==> config.mk <==
export PLATFORM = sky130hd
export DESIGN_NAME = bram_stream_reader
export DESIGN_NICKNAME = d
export VERILOG_FILES = /design/src/rtl/bram_stream_reader.sv
export SDC_FILE = /design/constraint.sdc
export NUM_CORES = 1
export LEC_CHECK = 0
export ABC_CLOCK_PERIOD_IN_PS = 2100
export BUFFER_PORTS_ARGS = -buffer_cell sky130_fd_sc_hd__buf_2
export CAP_MARGIN = 20
export CORE_MARGIN = 2
export CORE_UTILIZATION = 53
export DETAILED_ROUTE_END_ITERATION = 8
export PLACE_DENSITY = 0.86
export SLEW_MARGIN = 40
export SYNTH_ARGS = -nofsm -noshare
export SYNTH_HDL_FRONTEND = slang
export SYNTH_SLANG_ARGS = --single-unit
==> constraint.sdc <==
create_clock -name clock -period 2.1 [get_ports clock]
set_input_delay 0.42 -clock clock [delete_from_list [all_inputs] [get_ports clock]]
set_output_delay 0.42 -clock clock [all_outputs]
set_load 0.1 [all_outputs]
==> src/rtl/bram_stream_reader.sv <==
// Streams a contiguous BRAM address range out as a valid/ready word stream.
// A 2-entry buffer absorbs the one-cycle BRAM read latency so the stream
// sustains one word per cycle and never drops data under backpressure.
//
// state | meaning
// ------+-------------------------------------------------------------
// IDLE  | waiting for start; base_addr/length latched on start
// RUN   | issuing reads while buffer + in-flight words stay below 2
// DRAIN | all reads issued; waiting for the last word to handshake
// FIN   | one-cycle done pulse, then back to IDLE
module bram_stream_reader #(
   parameter int DATA_WIDTH = 16,
   parameter int ADDR_WIDTH = 10
) (
   input  logic                  clock,
   input  logic                  reset,
   input  logic                  start,
   input  logic [ADDR_WIDTH-1:0] base_addr,
   input  logic [ADDR_WIDTH:0]   length,
   output logic                  busy,
   output logic                  done,
   output logic                  bram_en,
   output logic                  bram_we,
   output logic [ADDR_WIDTH-1:0] bram_addr,
   output logic [DATA_WIDTH-1:0] bram_din,
   input  logic [DATA_WIDTH-1:0] bram_dout,
   output logic                  out_valid,
   input  logic                  out_ready,
   output logic [DATA_WIDTH-1:0] out_data,
   output logic                  out_last
);

   typedef enum logic [1:0] {IDLE, RUN, DRAIN, FIN} state_t;

   state_t                state;
   logic [ADDR_WIDTH-1:0] rd_addr;
   logic [ADDR_WIDTH:0]   remain;
   logic                  inflight;
   logic                  inflight_last;

   // Buffer entries carry {last, data}
   logic [DATA_WIDTH:0]   fifo_mem [2];
   logic                  rd_ptr;
   logic                  wr_ptr;
   logic [1:0]            count;

   logic                  issue;
   logic                  pop;
   logic                  push;

   // Read issue: keep buffered plus in-flight words (net of this cycle's pop) below 2
   always_comb begin
      pop   = out_valid && out_ready;
      push  = inflight;
      issue = (state == RUN) &&
              (({1'b0, count} + {2'b0, inflight}) < (3'd2 + {2'b0, pop}));
   end

   assign bram_en   = issue;
   assign bram_we   = 1'b0;
   assign bram_addr = rd_addr;
   assign bram_din  = '0;

   assign out_valid = (count != 2'd0);
   assign out_data  = fifo_mem[rd_ptr][DATA_WIDTH-1:0];
   assign out_last  = fifo_mem[rd_ptr][DATA_WIDTH];

   // Sequencing FSM with registered busy/done, read address and remaining count
   always_ff @(posedge clock) begin
      if (reset) begin
         state   <= IDLE;
         busy    <= 1'b0;
         done    <= 1'b0;
         rd_addr <= '0;
         remain  <= '0;
      end else begin
         done <= 1'b0;
         case (state)
            IDLE: begin
               if (start) begin
                  rd_addr <= base_addr;
                  remain  <= length;
                  busy    <= 1'b1;
                  if (length == '0) begin
                     state <= FIN;
                     done  <= 1'b1;
                  end else begin
                     state <= RUN;
                  end
               end
            end
            RUN: begin
               if (issue) begin
                  rd_addr <= rd_addr + ADDR_WIDTH'(1);
                  remain  <= remain - (ADDR_WIDTH+1)'(1);
                  if (remain == (ADDR_WIDTH+1)'(1)) begin
                     state <= DRAIN;
                  end
               end
            end
            DRAIN: begin
               if (pop && out_last) begin
                  state <= FIN;
                  done  <= 1'b1;
               end
            end
            FIN: begin
               state <= IDLE;
               busy  <= 1'b0;
            end
            default: begin
               state <= IDLE;
               busy  <= 1'b0;
            end
         endcase
      end
   end

   // In-flight flag: a read issued this cycle returns data next cycle
   always_ff @(posedge clock) begin
      if (reset) begin
         inflight      <= 1'b0;
         inflight_last <= 1'b0;
      end else begin
         inflight      <= issue;
         inflight_last <= issue && (remain == (ADDR_WIDTH+1)'(1));
      end
   end

   // Output buffer: push returned BRAM data, pop on handshake, both allowed together
   always_ff @(posedge clock) begin
      if (reset) begin
         fifo_mem[0] <= '0;
         fifo_mem[1] <= '0;
         rd_ptr      <= 1'b0;
         wr_ptr      <= 1'b0;
         count       <= 2'd0;
      end else begin
         if (push) begin
            fifo_mem[wr_ptr] <= {inflight_last, bram_dout};
            wr_ptr           <= ~wr_ptr;
         end
         if (pop) begin
            rd_ptr <= ~rd_ptr;
         end
         count <= count + {1'b0, push} - {1'b0, pop};
      end
   end

endmodule

==> flow_summary.json <==
{
  "floorplan.initialDensity": 0.5545,
  "status": "finished, violations left",
  "areaGrowthSynthToFinish_pct": 22.98,
  "syn_inst": 356,
  "track_usage": 0.2261,
  "multi_input_comb_area_mm2": 0.001750,
  "path_max_fanout": 2,
  "final-setup-viol-count": 1,
  "postLayoutCellArea_mm2": 0.004379,
  "drc": 0,
  "clock_sinks": 66,
  "core_area_mm2": 0.006422,
  "critPathCaptureType": "primary output",
  "rows": 29,
  "holdWs_ns": 0.3316,
  "yosysSeqAreaShare": 0.4666,
  "synth_top_area_cell": "edfxtp_1",
  "required_ns": 1.68,
  "leakagePower_uw": 0.001830,
  "fin_skew_ns": 0.008563,
  "synth_edf_count": 34,
  "drt_wl_total_um": 8345,
  "synth_ff_type": "edfxtp_1",
  "drt-initial-drc-count": 193,
  "avgSynthCellArea_um2": 10.00,
  "gp_congestion": 0.9542,
  "h-tree-depth": 3,
  "final_nets": 492,
  "setup_slack_ns": -0.02054,
  "num_io_pins": 89,
  "yosys-top-cells-area": "edfxtp_1 (29%), dfxtp_1 (18%), and2_1 (6.0%), mux2_2 (5.7%), a21oi_1 (4.2%)",
  "period_minus_slack_ns": 2.121,
  "hold_start": "reset",
  "finalHoldViolations": 0,
  "maxCapViolCount": 0,
  "synth_area_mm2": 0.003561,
  "violations": "setup timing",
  "reg2reg_depth": 8,
  "async_flop_share": 0,
  "die_x_um": 85.97,
  "hold_path_class": "input port to flop",
  "ant_nets": 0,
  "cp-start-kind": "flop",
  "critPathKind": "flop to primary output",
  "tritoncts": "yes",
  "grt_pass1_vias": 2823,
  "nFillCells": 490,
  "synth_seq_cells": 66,
  "grt_antenna_before_repair": 0,
  "die_area_mm2": 0.007390,
  "r2r-end": "remain[10]$_SDFFE_PP0P_",
  "power.density_mw_per_mm2": 1585,
  "arrival_ns": 1.70,
  "hold_depth": 2,
  "yosysWarnings": 0,
  "die_y_um": 85.97,
  "via_per_inst": 5.718,
  "r2r_start": "count[0]$_SDFF_PP0_",
  "drt-pass1-iter-count": 4,
  "synth_cell_types": 53,
  "root_buffer": "clkbuf_8",
  "dpl_cell_area_mm2": 0.004099,
  "drive_gt1_frac": 0.3378,
  "finalCritPeriodShare": 1.010,
  "register_area_mm2": 0.001669,
  "routedWlPerCell_um": 16.02,
  "rsz0062_at_grt": "true",
  "ir_worst_vdd_uv": 1311,
  "synthTopCellsByCount": "and2_1 (34), edfxtp_1 (34), dfxtp_1 (32)",
  "drv_slew": 0,
  "synth_top_area_frac": 0.2867,
  "grt_pass1_wl_um": 13160,
  "clkTransAtPathRegs_ns": 0.08,
  "cts_buffers": 9,
  "grt.overflow.total": 0,
  "r2r_slack_ns": 0.11,
  "grt_max_degree": 34,
  "num_vias": 2979,
  "fmax_ghz": 0.4716,
  "cts_buffer_depth": 2,
  "dp_hpwl_um": 5852,
  "n_antenna_cell": 0,
  "port_buffers": 71,
  "clkLatencyLatePin_ns": 0.34
}
placed cells by master, fill, tap and decap left out, drive strengths merged, types with 9 or more instances in the layout:
cell and n:
inv 11, nor3 9, dfxtp 32, clkbuf 11, buf 90, nand2 18
ha 12, edfxtp 34, conb 17, mux2 18, o21ai 12, nor2 21
and2 34, a21oi 30
critical path, cell delays in order (launching register included):
cell,delay [ns]
dfxtp_2,0.34
ha_4,0.16
ha_4,0.26
nor2_4,0.04
a21o_1,0.18
nand2_4,0.09
clkinvlp_4,0.11
buf_12,0.18
how the worst max path moves through the flow:
stage,end,start,depth (start not counted)
after floorplan,bram_en,inflight$_SDFF_PP0_,7
after global placement,remain[8]$_SDFFE_PP0P_,count[0]$_SDFF_PP0_,8
after detailed placement,remain[10]$_SDFFE_PP0P_,count[0]$_SDFF_PP0_,7
after CTS,bram_en,count[0]$_SDFF_PP0_,7
after global routing,bram_en,count[0]$_SDFF_PP0_,7
final,bram_en,count[0]$_SDFF_PP0_,7
routing by layer:
metal,up-vias,track usage,routed length (µm)
li1,1426,-,-
met1,1408,0.2737,3322
met2,129,0.3813,4204
met3,16,0.06545,655
met4,0,0.08369,163
met5,-,0,0
registers in the layout, indices dropped and copies added, names as in the netlist, named ones only:
name           flops
bram_addr         10
busy               1
count              2
done               1
fifo_mem          34
inflight           1
inflight_last      1
rd_ptr             1
remain            11
state              2
wr_ptr             1
repair_timing:
action,CTS,global route
setup endpoints to repair,11,12
resized for setup,3,12
buffers inserted,3,0
hold buffers,0,0
pin swaps,2,5
layout make-up:
type,instances,area share
sequential,66,0.3811
tap,77,0.02200
multi-input combinational,258,0.3997
timing repair buffer,92,0.1417
inverter,12,0.01114
clock buffer,9,0.02829
clock inverter,7,0.01600
metrics by stage:
stage	utilization	total power [µW]	std cells	setup WS, ns	setup TNS (ns)
after floorplan	-	4928	372	0.07212	0
after global placement	0.6382	5672	502	0.1910	0
after detailed placement	0.6382	5771	502	0.1009	0
after CTS	0.6727	6867	521	-0.07333	-0.07333
after global routing	0.6819	7299	521	-0.08471	-0.08471
final	0.6819	6940	521	-0.02054	-0.02054
logic make-up (layout without fill, tap and decap cells):
kind of cell,count (synthesis),in the layout,synth area share
flip-flops,66,66,0.4666
other,1,17,0.001053
buffers and inverters,48,120,0.07519
multiplexers,21,21,0.06535
adder cells (fa/ha/maj),12,12,0.04216
AND/OR/NAND/NOR,126,126,0.1989
XOR/XNOR,4,4,0.009840
AO/OA/AOI/OAI,78,78,0.1409
power by group:
group	internal, µW	total, µW	switching (µW)
clock	545	1050	508
sequential	1650	1920	271
combinational	1190	3960	2770
Note: power is estimated with default switching activity, not from simulation.
